[src/rtl/instr_commit_multi.sv]
// Multi-slot commit stage: retires ROB packets, drains their stores in slot order,
// writes back results and raises exception/flush with a post-flush hold window.
package instr_commit_multi_pkg;
  typedef struct packed {
    logic [31:0] addr;
    logic [31:0] data;
    logic [3:0]  be;
  } data_memreq_t;
endpackage

module instr_commit_multi
  import instr_commit_multi_pkg::*;
#(
  parameter int WIDTH      = 2,
  parameter int FLUSH_HOLD = 2
) (
  input  logic                    clk,
  input  logic                    rst,
  input  logic                    rob_empty,
  input  logic [WIDTH-1:0]        rob_valid,
  input  logic [WIDTH-1:0]        rob_busy,
  input  logic [WIDTH-1:0]        rob_store,
  input  logic [WIDTH-1:0]        rob_except,
  input  logic [WIDTH-1:0][31:0]  rob_pc,
  input  logic [WIDTH-1:0][31:0]  rob_value,
  input  logic [WIDTH-1:0][4:0]   rob_dest,
  input  data_memreq_t [WIDTH-1:0] rob_memreq,
  output logic                    rob_ack,
  output logic [WIDTH-1:0]        reg_we,
  output logic [WIDTH-1:0][4:0]   reg_waddr,
  output logic [WIDTH-1:0][31:0]  reg_wdata,
  output data_memreq_t            lsu_store_memreq,
  output logic                    lsu_store_push,
  input  logic                    lsu_store_full,
  output logic                    except_valid,
  output logic [31:0]             except_pc,
  output logic                    commit_flush,
  output logic [31:0]             commit_flush_pc,
  output logic [31:0]             commit_count
);

  localparam logic [0:0] ST_RUN  = 1'b0;
  localparam logic [0:0] ST_HOLD = 1'b1;

  logic [0:0]             r_state;
  logic [3:0]             r_hold_cnt;
  logic [WIDTH-1:0]       r_pushed;
  logic [WIDTH-1:0]       r_reg_we;
  logic [WIDTH-1:0][4:0]  r_reg_waddr;
  logic [WIDTH-1:0][31:0] r_reg_wdata;
  logic                   r_except_valid;
  logic                   r_commit_flush;
  logic [31:0]            r_except_pc;
  logic [31:0]            r_flush_pc;
  logic [31:0]            r_commit_count;

  logic                   w_found;
  logic [WIDTH-1:0]       w_below;
  logic [WIDTH-1:0]       w_retire;
  logic [31:0]            w_cut_pc;
  logic [2:0]             w_nret;
  logic                   w_busy;
  logic                   w_ready;
  logic [WIDTH-1:0]       w_elig;
  logic [WIDTH-1:0]       w_pend;
  logic [WIDTH-1:0]       w_sel_oh;
  logic                   w_has_pend;
  logic                   w_last;
  logic                   w_push;
  logic                   w_ack;
  data_memreq_t           w_memreq;

  // Cut point: the first valid excepting slot; everything below it retires.
  always_comb begin
    // NOTE: every combinational output is given a default first so no latch is inferred.
    w_found  = 1'b0;
    w_below  = '0;
    w_cut_pc = '0;
    w_nret   = '0;
    for (int i = 0; i < WIDTH; i++) begin
      if (!w_found) begin
        if (rob_valid[i] && rob_except[i]) begin
          w_found  = 1'b1;
          w_cut_pc = rob_pc[i];
        end else begin
          w_below[i] = 1'b1;
        end
      end
    end
    w_retire = rob_valid & w_below;
    for (int i = 0; i < WIDTH; i++) begin
      w_nret = w_nret + {2'b00, w_retire[i]};
    end
  end

  always_comb begin
    w_busy     = |(rob_valid & rob_busy);
    w_ready    = rst && !rob_empty && (r_state == ST_RUN) && !w_busy;
    w_elig     = rob_valid & rob_store & w_below;
    w_pend     = w_elig & ~r_pushed;
    w_has_pend = |w_pend;
    w_sel_oh   = '0;
    w_memreq   = '0;
    for (int i = WIDTH - 1; i >= 0; i--) begin
      if (w_pend[i]) begin
        w_sel_oh    = '0;
        w_sel_oh[i] = 1'b1;
        w_memreq    = rob_memreq[i];
      end
    end
    // The packet retires together with its final store push.
    w_last = ((w_pend & ~w_sel_oh) == '0);
    w_push = w_ready && w_has_pend && !lsu_store_full;
    w_ack  = w_ready && (!w_has_pend || (w_push && w_last));
  end

  always_ff @(posedge clk or negedge rst) begin
    if (!rst) begin
      r_state        <= ST_RUN;
      r_hold_cnt     <= '0;
      r_except_valid <= 1'b0;
      r_commit_flush <= 1'b0;
      r_except_pc    <= '0;
      r_flush_pc     <= '0;
    end else begin
      // NOTE: registers update with <= so every block samples the same pre-edge values.
      r_except_valid <= 1'b0;
      r_commit_flush <= 1'b0;
      if (r_state == ST_RUN) begin
        if (w_ack && w_found) begin
          r_except_valid <= 1'b1;
          r_commit_flush <= 1'b1;
          r_except_pc    <= w_cut_pc;
          r_flush_pc     <= w_cut_pc;
          r_hold_cnt     <= 4'(FLUSH_HOLD);
          r_state        <= ST_HOLD;
        end
      end else if (r_hold_cnt == 4'd0) begin
        r_state <= ST_RUN;
      end else begin
        r_hold_cnt <= r_hold_cnt - 4'd1;
      end
    end
  end

  always_ff @(posedge clk or negedge rst) begin
    if (!rst) begin
      r_pushed       <= '0;
      r_reg_we       <= '0;
      r_reg_waddr    <= '0;
      r_reg_wdata    <= '0;
      r_commit_count <= '0;
    end else begin
      if (w_ack) begin
        r_pushed <= '0;
      end else if (w_push) begin
        r_pushed <= r_pushed | w_sel_oh;
      end
      r_reg_we <= w_ack ? w_retire : '0;
      if (w_ack) begin
        r_reg_waddr    <= rob_dest;
        r_reg_wdata    <= rob_value;
        r_commit_count <= r_commit_count + 32'(w_nret);
      end
    end
  end

  assign rob_ack          = w_ack;
  assign lsu_store_push   = w_push;
  assign lsu_store_memreq = w_memreq;
  assign reg_we           = r_reg_we;
  assign reg_waddr        = r_reg_waddr;
  assign reg_wdata        = r_reg_wdata;
  assign except_valid     = r_except_valid;
  assign except_pc        = r_except_pc;
  assign commit_flush     = r_commit_flush;
  assign commit_flush_pc  = r_flush_pc;
  assign commit_count     = r_commit_count;

endmodule

[config.mk]
export PLATFORM = sky130hd
export DESIGN_NAME = instr_commit_multi
export DESIGN_NICKNAME = d
export VERILOG_FILES = /design/src/rtl/instr_commit_multi.sv
export SDC_FILE = /design/constraint.sdc
export NUM_CORES = 1
export LEC_CHECK = 0
export BUFFER_PORTS_ARGS = -buffer_cell sky130_fd_sc_hd__buf_2
export CORE_AREA = 8 8 198 200
export DETAILED_ROUTE_END_ITERATION = 10
export DIE_AREA = 0 0 206 208
export PLACE_DENSITY = 0.44
export SLEW_MARGIN = 25
export SYNTH_ARGS = -nofsm -noshare
export SYNTH_HDL_FRONTEND = slang
export SYNTH_SLANG_ARGS = --single-unit
[constraint.sdc]
create_clock -name clk -period 6.4 [get_ports clk]
set_clock_uncertainty 0.1 [all_clocks]
set_input_delay 1.28 -clock clk [delete_from_list [all_inputs] [get_ports clk]]
set_output_delay 1.28 -clock clk [all_outputs]
set_load 0.01 [all_outputs]
Yosys cells after proc, flatten, opt, wreduce, memory -nomap -nowiden
Cells that the tools add are included.
Operators by class
  add/sub/neg operators: 3
  equal/unequal tests: 1
  multiplexer cells: 23
  bitwise gates (word level): 10
  reductions and logical operators: 23
Operators with widths (count)
  $mux 68: 2
  $mux 32: 3
  $add 32x2->32: 1
  $and 2x2->2: 6
  $mux 4: 3
  $logic_and 1x1->1: 10
  $mux 1: 10
  $mux 2: 5
  $logic_not 1->1: 4
  $logic_not 4->1: 1
  $not 2->2: 2
  $reduce_and 2->1: 2
  $reduce_bool 2->1: 2
  $reduce_or 2->1: 2
  $sub 4x1->4 const B: 1
  $add 1x1->2: 1
  $logic_not 2->1: 1
  $ne 2x2->1 const B: 1
  $or 2x2->2: 1
  $logic_or 1x1->1: 1
  $not 1->1: 1
Word-level totals
  register bits after elaboration: 148
  input bits: 286
  output and inout port bits: 244
  logic and storage cells: 71

Logic depth before layout (Yosys ltp)
Gate-level depths: netlist (run 1).
  depth in word-level cells: 16
  mapped depth: 9
  gate-level depth less buffers: 9

Worst setup path before layout (run 1)
No wires, ideal clock.
  kind: input -> output
  start: input rob_store[0]
  end: output rob_ack
  arrival: 2581 ps
  slack: 2439 ps
  stages: 7
  cell sequence: nor4bb_1 > buf_2 > a22o_1 > or2_1 > clkbuf_1 > inv_2 > clkbuf_1
Between the ends
  longest elaborated chain between the ends: 10
  elaborated cells between the ends (all ways): 14
RTL lines
  start: declaration: line 22  | input logic [WIDTH-1:0] rob_store,
  $and 2x2->2 * (2 in a row): line 99  | w_elig = rob_valid & rob_store & w_below;
  $and 2x2->2 *: line 100  | w_pend = w_elig & ~r_pushed;
  $mux 2: line 105  | if (w_pend[i]) begin
  $not 2->2: line 112  | w_last = ((w_pend & ~w_sel_oh) == '0);
  $and 2x2->2: line 112
  $logic_not 2->1: line 112
  $logic_and 1x1->1: line 114  | w_ack = w_ready && (!w_has_pend || (w_push && w_last));
  $logic_or 1x1->1 *: line 114
  $logic_and 1x1->1 *: line 114
  end: declaration: line 28  | output logic rob_ack,
Every way passes the cells marked *; elsewhere a longest branch is shown, timed or not.

Final worst setup path (run 1)
  start: input rob_except[1]
  end: output lsu_store_push
Between the ends
  longest elaborated chain between the ends: 8
RTL lines
  start: declaration: line 23  | input logic [WIDTH-1:0] rob_except,
  $logic_and 1x1->1: line 82  | if (rob_valid[i] && rob_except[i]) begin
  $mux 1: line 82
  $mux 1: line 81  | if (!w_found) begin
  $and 2x2->2: line 99
  $and 2x2->2: line 100
  $reduce_or 2->1: line 101  | w_has_pend = |w_pend;
  $logic_and 1x1->1 (2 in a row): line 113  | w_push = w_ready && w_has_pend && !lsu_store_full;
  end: declaration: line 33  | output logic lsu_store_push,
No other way between the ends.

==> flow_summary.json, run 1 <==
{
  "status": "finished, final reports clean",
  "ctsHtreeMaxLevel": 4,
  "grt_usage": 0.1591,
  "synth_cell_type_count": 43,
  "p_switching_mw": 1.465,
  "postSynthNetCount": 1206,
  "design_area_um2": 10870,
  "drc": 0,
  "cts.repair.resized": 0,
  "place_hpwl_um": 28840,
  "syn-cell-area_um2": 7400,
  "area_growth_pct": 46.94,
  "drv_cap": 0,
  "async_flop_share": 1.000,
  "required_ns": 5.02,
  "cts.reportedPaths.clkPinSlew_ns": 0.07,
  "place_area_um2": 10250,
  "cp.arrival_ns": 3.07,
  "critical_path_class": "in2out",
  "chipWidth_um": 206,
  "hold_buffers": 0,
  "overflow": 0,
  "synth_seq_area_share": 0.5005,
  "synth-edff-count": 0,
  "worst_slew_pin_slew_ns": 0.9730,
  "p_leak_nw": 6.125,
  "dr.pass1.iters": 5,
  "finalMaxSlewViolations": 0,
  "ant_nets": 0,
  "gp_congestion": 0.8766,
  "synth_largest_area_cell": "dfrtp_1",
  "grt_start_max_net_pins": 85,
  "layout-drive-gt1-share": 0.4169,
  "syn_avg_cell_area_um2": 8.069,
  "layout_min_cycle_time_ns": 4.446,
  "rows": 70,
  "tns_ns": 0,
  "cts_tree": "done",
  "grt_pass1_vias": 8258,
  "fmax_mhz": 224.9,
  "pwr-share-clk": 0.255,
  "power.internal_mw": 2.420,
  "clock_path_buffers": 2,
  "initialDrtViolationCount": 328,
  "synth_seq_cells": 148,
  "pre_cts_slack_ns": 1.725,
  "rsz0062_at_grt": "false",
  "nets": 1672,
  "final_util": 0.3013,
  "p_seq_frac": 0.395,
  "hold_class": "reg2reg",
  "insertion_delay_ns": 0.41,
  "fin_ws_ns": 1.954,
  "max_slew_margin": 0.3513,
  "cts_num_sinks": 148,
  "worst_ir_drop_vdd_uv": 179.0,
  "die_h_um": 208,
  "synth_flop_cell": "dfrtp_1",
  "synth_cells": 917,
  "startpoint_type": "input pin",
  "antenna_found_initial": 14,
  "cp-end-kind": "output pin",
  "synth_area_leaders": "dfrtp_1 50%, nand2_1 19%, o21ai_0 4.7%, a22oi_1 3.3%, buf_4 3.3%",
  "numCtsBuffers": 17,
  "synth.most_common_cell": "nand2_1",
  "cts_setup_buffers": 0,
  "netlist.area_leader.share": 0.5005,
  "path_max_fanout": 70,
  "dieArea_um2": 42850,
  "swShare": 0.3771,
  "ios": 530,
  "post-route-period-util": 0.6947,
  "core_um2": 36080,
  "yosysWarnings": 0,
  "initial_core_util": 0.2051,
  "drt-vias-per-instance": 4.264,
  "whs_ns": 0.3679,
  "drt_wl_total_um": 36440,
  "wire_per_inst_um": 19.46,
  "vias": 7983,
  "hold_violations": 0,
  "synth.top_cells.by_count": "384 x nand2_1, 148 x dfrtp_1, 69 x o21ai_0, 47 x nor2_1, 40 x clkbuf_1",
  "setup_viol": 0,
  "clock-root-buffer": "clkbuf_16",
  "powerDensity_nw_per_um2": 357.3,
  "portBuffers": 529,
  "comb_power_share": 0.350,
  "grt_pass1_wl_um": 52190
}
kinds of logic (layout without fill, tap and decap cells):
logic type,count (synthesis),count (layout),synth area share
DFF,148,148,0.5005
buffers and inverters,97,576,0.06848
and+or+nand+nor,492,492,0.2744
AOI/OAI and AO/OA,146,146,0.1138
adders and majority gates,3,3,0.006087
xor gates and xnor gates,31,31,0.03669
other,0,8,0
final timing paths:
| kind | to | cells past startpoint | startpoint | slack (ns) |
|---|---|---|---|---|
| worst max-delay path | lsu_store_push | 5 | rob_except[1] | 1.95 |
| max in group asynchronous | reg_wdata[60] | 3 | rst | 3.76 |
| worst min register to register | reg_wdata[5] | 2 | reg_wdata[5] | 0.37 |
| min in group asynchronous | reg_waddr[1] | 1 | rst | 0.77 |
| worst min-delay path | reg_wdata[5] | 2 | reg_wdata[5] | 0.37 |
| worst max register to register | commit_count[4] | 7 | r_pushed[0] | 3.49 |
worst max-delay path: stages:
cell      delay [ns]
buf_2           0.13
nor4bb_1        0.58
nand2_4         0.48
a211oi_1        0.39
buf_2           0.18
per-stage QoR:
step,std cells,total power [mW]
6_report,1872,3.885
5_1_grt,1871,4.174
4_1_cts,1863,3.960
3_5_place_dp,1831,2.939
3_3_place_gp,1831,2.927
2_1_floorplan,917,2.272
per-layer routing:
layer / global-route usage / routed length, um / vias to the layer above
met5: 0 / 13 / -
met4: 0.05116 / 419 / 2
met3: 0.05360 / 3410 / 27
met2: 0.2762 / 18250 / 343
met1: 0.1803 / 14340 / 3720
li1: - / - / 3891
power groups by stage:
stage	Sequential, mW	Clock (mW)	Combinational, mW
2_1_floorplan	1.67	0	0.601
3_3_place_gp	1.54	0	1.39
3_5_place_dp	1.54	0	1.40
4_1_cts	1.54	1.03	1.39
5_1_grt	1.59	1.07	1.51
6_report	1.53	0.991	1.36
sequential cells by signal, indices dropped and copies added (netlist names):
name and cells:
commit_count 32, commit_flush 1, commit_flush_pc 32, r_hold_cnt 4, r_pushed 2, r_state 1, reg_waddr 10, reg_wdata 64
reg_we 2
final cells by class:
cell class | count | area (um^2)
fillers | 3986 | 25210
flip-flops and latches | 148 | 3704
multi-input cells | 672 | 3238
repair buffers | 537 | 2726
well taps | 468 | 585.6
clock buffers | 23 | 478.0
clock inverters | 9 | 95.09
inverters | 7 | 26.28
diodes | 8 | 20.02
cells in the final DEF, fill, tap and decap left out, types with 3 or more instances in the layout:
cell / instances
buf_2: 528
nand2_1: 383
dfrtp_1: 148
o21ai_0: 69
nor2_1: 47
a22oi_1: 33
a21oi_1: 33
xor2_1: 17
clkbuf_16: 17
xnor2_1: 14
nand3_1: 11
nor3_1: 9
diode_2: 8
and3_1: 7
buf_4: 7
inv_1: 6
nand4_1: 6
nor4_1: 6
clkinvlp_4: 4
nor3_2: 3
clkbuf_8: 3
clkbuf_1: 3
inv_6: 3
Note: power is estimated with default switching activity, not from simulation.
==> run 2: changes to the inputs <==
--- a/config.mk
+++ b/config.mk
@@ -6,10 +6,10 @@
 export NUM_CORES = 1
 export LEC_CHECK = 0
 export BUFFER_PORTS_ARGS = -buffer_cell sky130_fd_sc_hd__buf_2
-export CORE_AREA = 8 8 198 200
+export CORE_AREA = 8 8 201 203
 export DETAILED_ROUTE_END_ITERATION = 10
-export DIE_AREA = 0 0 206 208
-export PLACE_DENSITY = 0.44
+export DIE_AREA = 0 0 209 211
+export PLACE_DENSITY = 0.43
 export SLEW_MARGIN = 25
 export SYNTH_ARGS = -nofsm -noshare
 export SYNTH_HDL_FRONTEND = slang
==> constraint.sdc (replaced) <==
create_clock -name clk -period 4.1 [get_ports clk]
set_clock_uncertainty 0.1 [all_clocks]
set_input_delay 0.82 -clock clk [delete_from_list [all_inputs] [get_ports clk]]
set_output_delay 0.82 -clock clk [all_outputs]
set_load 0.01 [all_outputs]
==> run 2 against run 1 <==
Non-clock buffer count increased by 5. Routed wire length increased by 1.9%. Utilization decreased by 0.69 points.
==> flow_summary.json, run 2 (same netlist as run 1, synthesis figures left out) <==
{
  "rows": 71,
  "critical_path_class": "in2out",
  "powerDensity_nw_per_um2": 560.1,
  "cts.reportedPaths.clkPinSlew_ns": 0.06,
  "multi_input_area_um2": 3231,
  "reg2reg_from": "r_pushed[1]",
  "place_hpwl_um": 29230,
  "hold_class": "in2async",
  "antenna_found_initial": 17,
  "use_met2": 0.2701,
  "worst_ir_drop_vdd_uv": 295.1,
  "numCtsBuffers": 17,
  "cts_num_sinks": 148,
  "hold_buffers": 0,
  "post-route-period-util": 0.8341,
  "cp.arrival_ns": 2.50,
  "p_leak_nw": 6.167,
  "required_ns": 3.18,
  "cts_tree": "done",
  "dieArea_um2": 44100,
  "use_met1": 0.1910,
  "cp-end-kind": "output pin",
  "chipWidth_um": 209,
  "grt_pass1_wl_um": 54460,
  "overflow": 0,
  "die_h_um": 211,
  "drt-vias-per-instance": 4.334,
  "layout_min_cycle_time_ns": 3.420,
  "dr.pass1.iters": 5,
  "fmax_mhz": 292.4,
  "startpoint": "rob_except[0]",
  "gp_congestion": 1.053,
  "portBuffers": 529,
  "cts_setup_buffers": 0,
  "grt_start_max_net_pins": 135,
  "initial_core_util": 0.1993,
  "clock_path_buffers": 2,
  "nets": 1677,
  "top_usage_layer": "met2",
  "grt_usage": 0.1603,
  "layout-drive-gt1-share": 0.4197,
  "drt_wl_total_um": 37140,
  "wire_per_inst_um": 19.75,
  "vias": 8153,
  "initialDrtViolationCount": 437,
  "drc": 0,
  "fin_ws_ns": 0.6801,
  "pre_cts_slack_ns": 0.6250,
  "hold_violations": 0,
  "drv_cap": 0,
  "clock-root-buffer": "clkbuf_16",
  "register_area_um2": 3704,
  "max_slew_margin": 0.4167,
  "setup_viol": 0,
  "insertion_delay_ns": 0.42,
  "power_mw": 6.123,
  "status": "finished, final reports clean",
  "layout_commonest_cell": "buf_2",
  "num-fill-cells": 4099,
  "ant_nets": 0,
  "largest_register_ffs": 64,
  "rsz0062_at_grt": "false",
  "grt.met3_usage": 0.05490,
  "finalMaxSlewViolations": 0,
  "cts.repair.resized": 0,
  "ios": 530,
  "final_cell_mix": "528 x buf_2, 383 x nand2_1, 148 x dfrtp_1, 69 x o21ai_0, 47 x nor2_1",
  "ctsHtreeMaxLevel": 4,
  "area_growth_pct": 47.73,
  "tns_ns": 0,
  "path_max_fanout": 69,
  "grt_pass1_vias": 8518,
  "core_um2": 37130,
  "startpoint_type": "input pin",
  "worst_slew_pin_slew_ns": 0.8749
}
## run 2: changes by cell type in the layout (fill, tap and decap cells not counted), moves of 2 or more
cell and change:
clkinvlp_4 -2, buf_4 +4, diode_2 -2, clkbuf_1 -3, inv_6 +2, clkbuf_8 -2, clkinv_2 +4
## run 2: worst max-delay path: stages
cell and delay, ns:
buf_2 0.15, nor4bb_4 0.34, buf_4 0.64, nand2_1 0.16, o21ai_0 0.16, buf_2 0.20
## run 2: area by class of cell
cell class	count	area share
Sequential cell	148	0.3388
Multi-Input combinational cell	672	0.2955
Timing Repair Buffer	542	0.2540
Tap cell	474	0.05425
Clock buffer	18	0.04017
Clock inverter	14	0.01351
Inverter	7	0.002404
Antenna cell	6	0.001373
## run 2: report_power, final
group / internal (mW) / switching (mW)
Sequential: 2.01 / 0.387
Combinational: 0.873 / 1.24
Clock: 0.920 / 0.688
Total: 3.81 / 2.32
## run 2: worst paths after layout
kind,end,slack [ns],cells past startpoint
worst min-delay path,reg_wdata[54],0.16,1
worst max register to register,reg_wdata[37],1.57,6
min in group clk,reg_wdata[39],0.37,2
worst min register to register,reg_wdata[39],0.37,2
worst max-delay path,lsu_store_memreq[8],0.68,6
max in group asynchronous,commit_flush_pc[19],2.62,2
## run 2: stage by stage
stage          area [um^2]  hold WS (ns)    util  instances
5_1_grt              10930        0.1399  0.2943       1879
4_1_cts              10920        0.1366  0.2940       1875
3_3_place_gp         10330        0.3539  0.2782       1843
6_report             10930        0.1610  0.2944       1881
3_5_place_dp         10330        0.3574  0.2782       1843
2_1_floorplan         7400        0.3774       -        917
## run 2: layer usage
layer / vias up / part of all wire
met1: 3807 / 0.41
li1: 3904 / -
met4: 0 / 0.024
met2: 386 / 0.49
met5: - / 0
met3: 56 / 0.078
==> run 3: changes to the inputs <==
==> constraint.sdc (replaced) <==
create_clock -name clk -period 3.4 [get_ports clk]
set_clock_uncertainty 0.1 [all_clocks]
set_input_delay 0.68 -clock clk [delete_from_list [all_inputs] [get_ports clk]]
set_output_delay 0.68 -clock clk [all_outputs]
set_load 0.01 [all_outputs]
==> run 3 against run 2 <==
First-iteration DRC count grew 33%. Sequential power increased by 20%. Routed wire length is 0.62% lower. Largest power group unchanged. Via count up 0.65%. Combinational power increased by 21%. Register-to-register slack lost 0.76 ns.
==> flow_summary.json, run 3 (same netlist as run 1, synthesis figures left out) <==
{
  "rows": 71,
  "die_h_um": 211,
  "layout_commonest_cell": "buf_2",
  "required_ns": 2.62,
  "setup_viol": 0,
  "largest_register_ffs": 64,
  "reg2reg_from": "r_pushed[0]",
  "grt_start_max_net_pins": 97,
  "startpoint_type": "input pin",
  "num-fill-cells": 4110,
  "ant_nets": 0,
  "tns_ns": 0,
  "cts_setup_buffers": 0,
  "final_cell_mix": "528 x buf_2, 383 x nand2_1, 148 x dfrtp_1, 69 x o21ai_0, 47 x nor2_1",
  "max_slew_margin": 0.4439,
  "wire_per_inst_um": 19.59,
  "worst_ir_drop_vdd_uv": 335.3,
  "drc": 0,
  "multi_input_area_um2": 3231,
  "finalMaxSlewViolations": 0,
  "pwr-share-clk": 0.260,
  "swShare": 0.3747,
  "dieArea_um2": 44100,
  "fmax_mhz": 318.0,
  "insertion_delay_ns": 0.41,
  "post-route-period-util": 0.9250,
  "powerDensity_nw_per_um2": 670.3,
  "rsz0062_at_grt": "false",
  "gp_congestion": 1.028,
  "final_util": 0.2964,
  "vias": 8206,
  "clock-root-buffer": "clkbuf_16",
  "drv_cap": 0,
  "ios": 530,
  "grt_pass1_vias": 8599,
  "cts.reportedPaths.clkPinSlew_ns": 0.07,
  "core_um2": 37130,
  "layout_min_cycle_time_ns": 3.145,
  "ctsHtreeMaxLevel": 4,
  "cp.arrival_ns": 2.36,
  "layout-drive-gt1-share": 0.4212,
  "startpoint": "rob_except[1]",
  "p_switching_mw": 2.765,
  "chipWidth_um": 209,
  "hp-start": "rob_value[12]",
  "cts.repair.resized": 0,
  "worst_slew_pin_slew_ns": 0.8341,
  "initialDrtViolationCount": 581,
  "portBuffers": 529,
  "grt_usage": 0.1592,
  "hold_violations": 0,
  "cts_num_sinks": 148,
  "grt_pass1_wl_um": 54390,
  "initial_core_util": 0.1993,
  "drt-vias-per-instance": 4.356,
  "critical_path_class": "in2out",
  "hold_buffers": 1,
  "comb_power_share": 0.348,
  "hold_class": "in2reg",
  "place_hpwl_um": 29790,
  "area_growth_pct": 48.75,
  "antenna_found_initial": 12,
  "nets": 1685,
  "overflow": 0,
  "status": "finished, final reports clean",
  "p_leak_nw": 6.205,
  "p_seq_frac": 0.392,
  "numCtsBuffers": 17,
  "dr.pass1.iters": 5,
  "drt_wl_total_um": 36910,
  "cp-end-kind": "output pin",
  "path_max_fanout": 70,
  "power.internal_mw": 4.613,
  "register_area_um2": 3704,
  "cts_tree": "done",
  "clock_path_buffers": 2
}
==> run 3: changes by cell type in the layout (fill, tap and decap cells not counted) <==
cell           delta
buf_4             +5
clkbuf_8          +1
clkinv_4          +1
diode_2           -4
inv_6             -3
buf_12            +2
clkbuf_1          +1
clkinv_2          -2
dlygate4sd3_1     +1
clkinvlp_4        +1
==> run 3: metal layers <==
metal,vias up,routed length (um),GRT usage
li1,3917,-,-
met1,3893,14720,0.1844
met2,360,18490,0.2791
met3,36,3196,0.05712
met4,0,507,0.03548
met5,-,0,0
==> run 3: power groups by stage <==
| stage | Sequential (mW) | Clock, mW | Combinational [mW] |
|---|---|---|---|
| global route | 2.98 | 2.06 | 2.91 |
| detailed placement | 2.91 | 0 | 2.64 |
| CTS | 2.90 | 2.00 | 2.64 |
| finish | 2.89 | 1.92 | 2.57 |
| floorplan | 3.14 | 0 | 1.13 |
| global placement | 2.89 | 0 | 2.65 |
==> run 3: layout make-up <==
| type | instances | share of cell area |
|---|---|---|
| Antenna cell | 2 | 0.0004547 |
| Clock buffer | 20 | 0.04149 |
| Clock inverter | 11 | 0.01159 |
| Inverter | 7 | 0.002387 |
| Multi-Input combinational cell | 672 | 0.2935 |
| Sequential cell | 148 | 0.3365 |
| Tap cell | 474 | 0.05388 |
| Timing Repair Buffer | 550 | 0.2602 |
==> run 3: worst paths after layout <==
kind | depth (start not counted) | to | slack (ns)
worst max-delay path | 6 | lsu_store_memreq[16] | 0.26
worst min-delay path | 3 | reg_wdata[12] | 0.35
worst max register to register | 6 | commit_count[5] | 0.81
worst min register to register | 1 | commit_count[31] | 0.37
max in group asynchronous | 4 | commit_count[25] | 1.34
min in group asynchronous | 2 | r_pushed[1] | 0.54
==> run 3: through the flow <==
| stage | std cells | power, mW | hold WS [ns] | instance area, um^2 | worst slack (ns) |
|---|---|---|---|---|---|
| CTS | 1882 | 7.544 | 0.3181 | 11000 | 0.2270 |
| detailed placement | 1850 | 5.551 | 0.3570 | 10410 | 0.2532 |
| finish | 1884 | 7.378 | 0.3456 | 11010 | 0.2552 |
| floorplan | 917 | 4.277 | 0.2844 | 7400 | 0.6388 |
| global route | 1884 | 7.945 | 0.3233 | 11010 | 0.1762 |
| global placement | 1850 | 5.536 | 0.3525 | 10410 | 0.3270 |
==> run 3: critical path, stage by stage <==
cell and delay, ns:
buf_2 0.13, nor4bb_1 0.44, nand2_2 0.08, buf_4 0.31
o21ai_0 0.46, buf_2 0.22
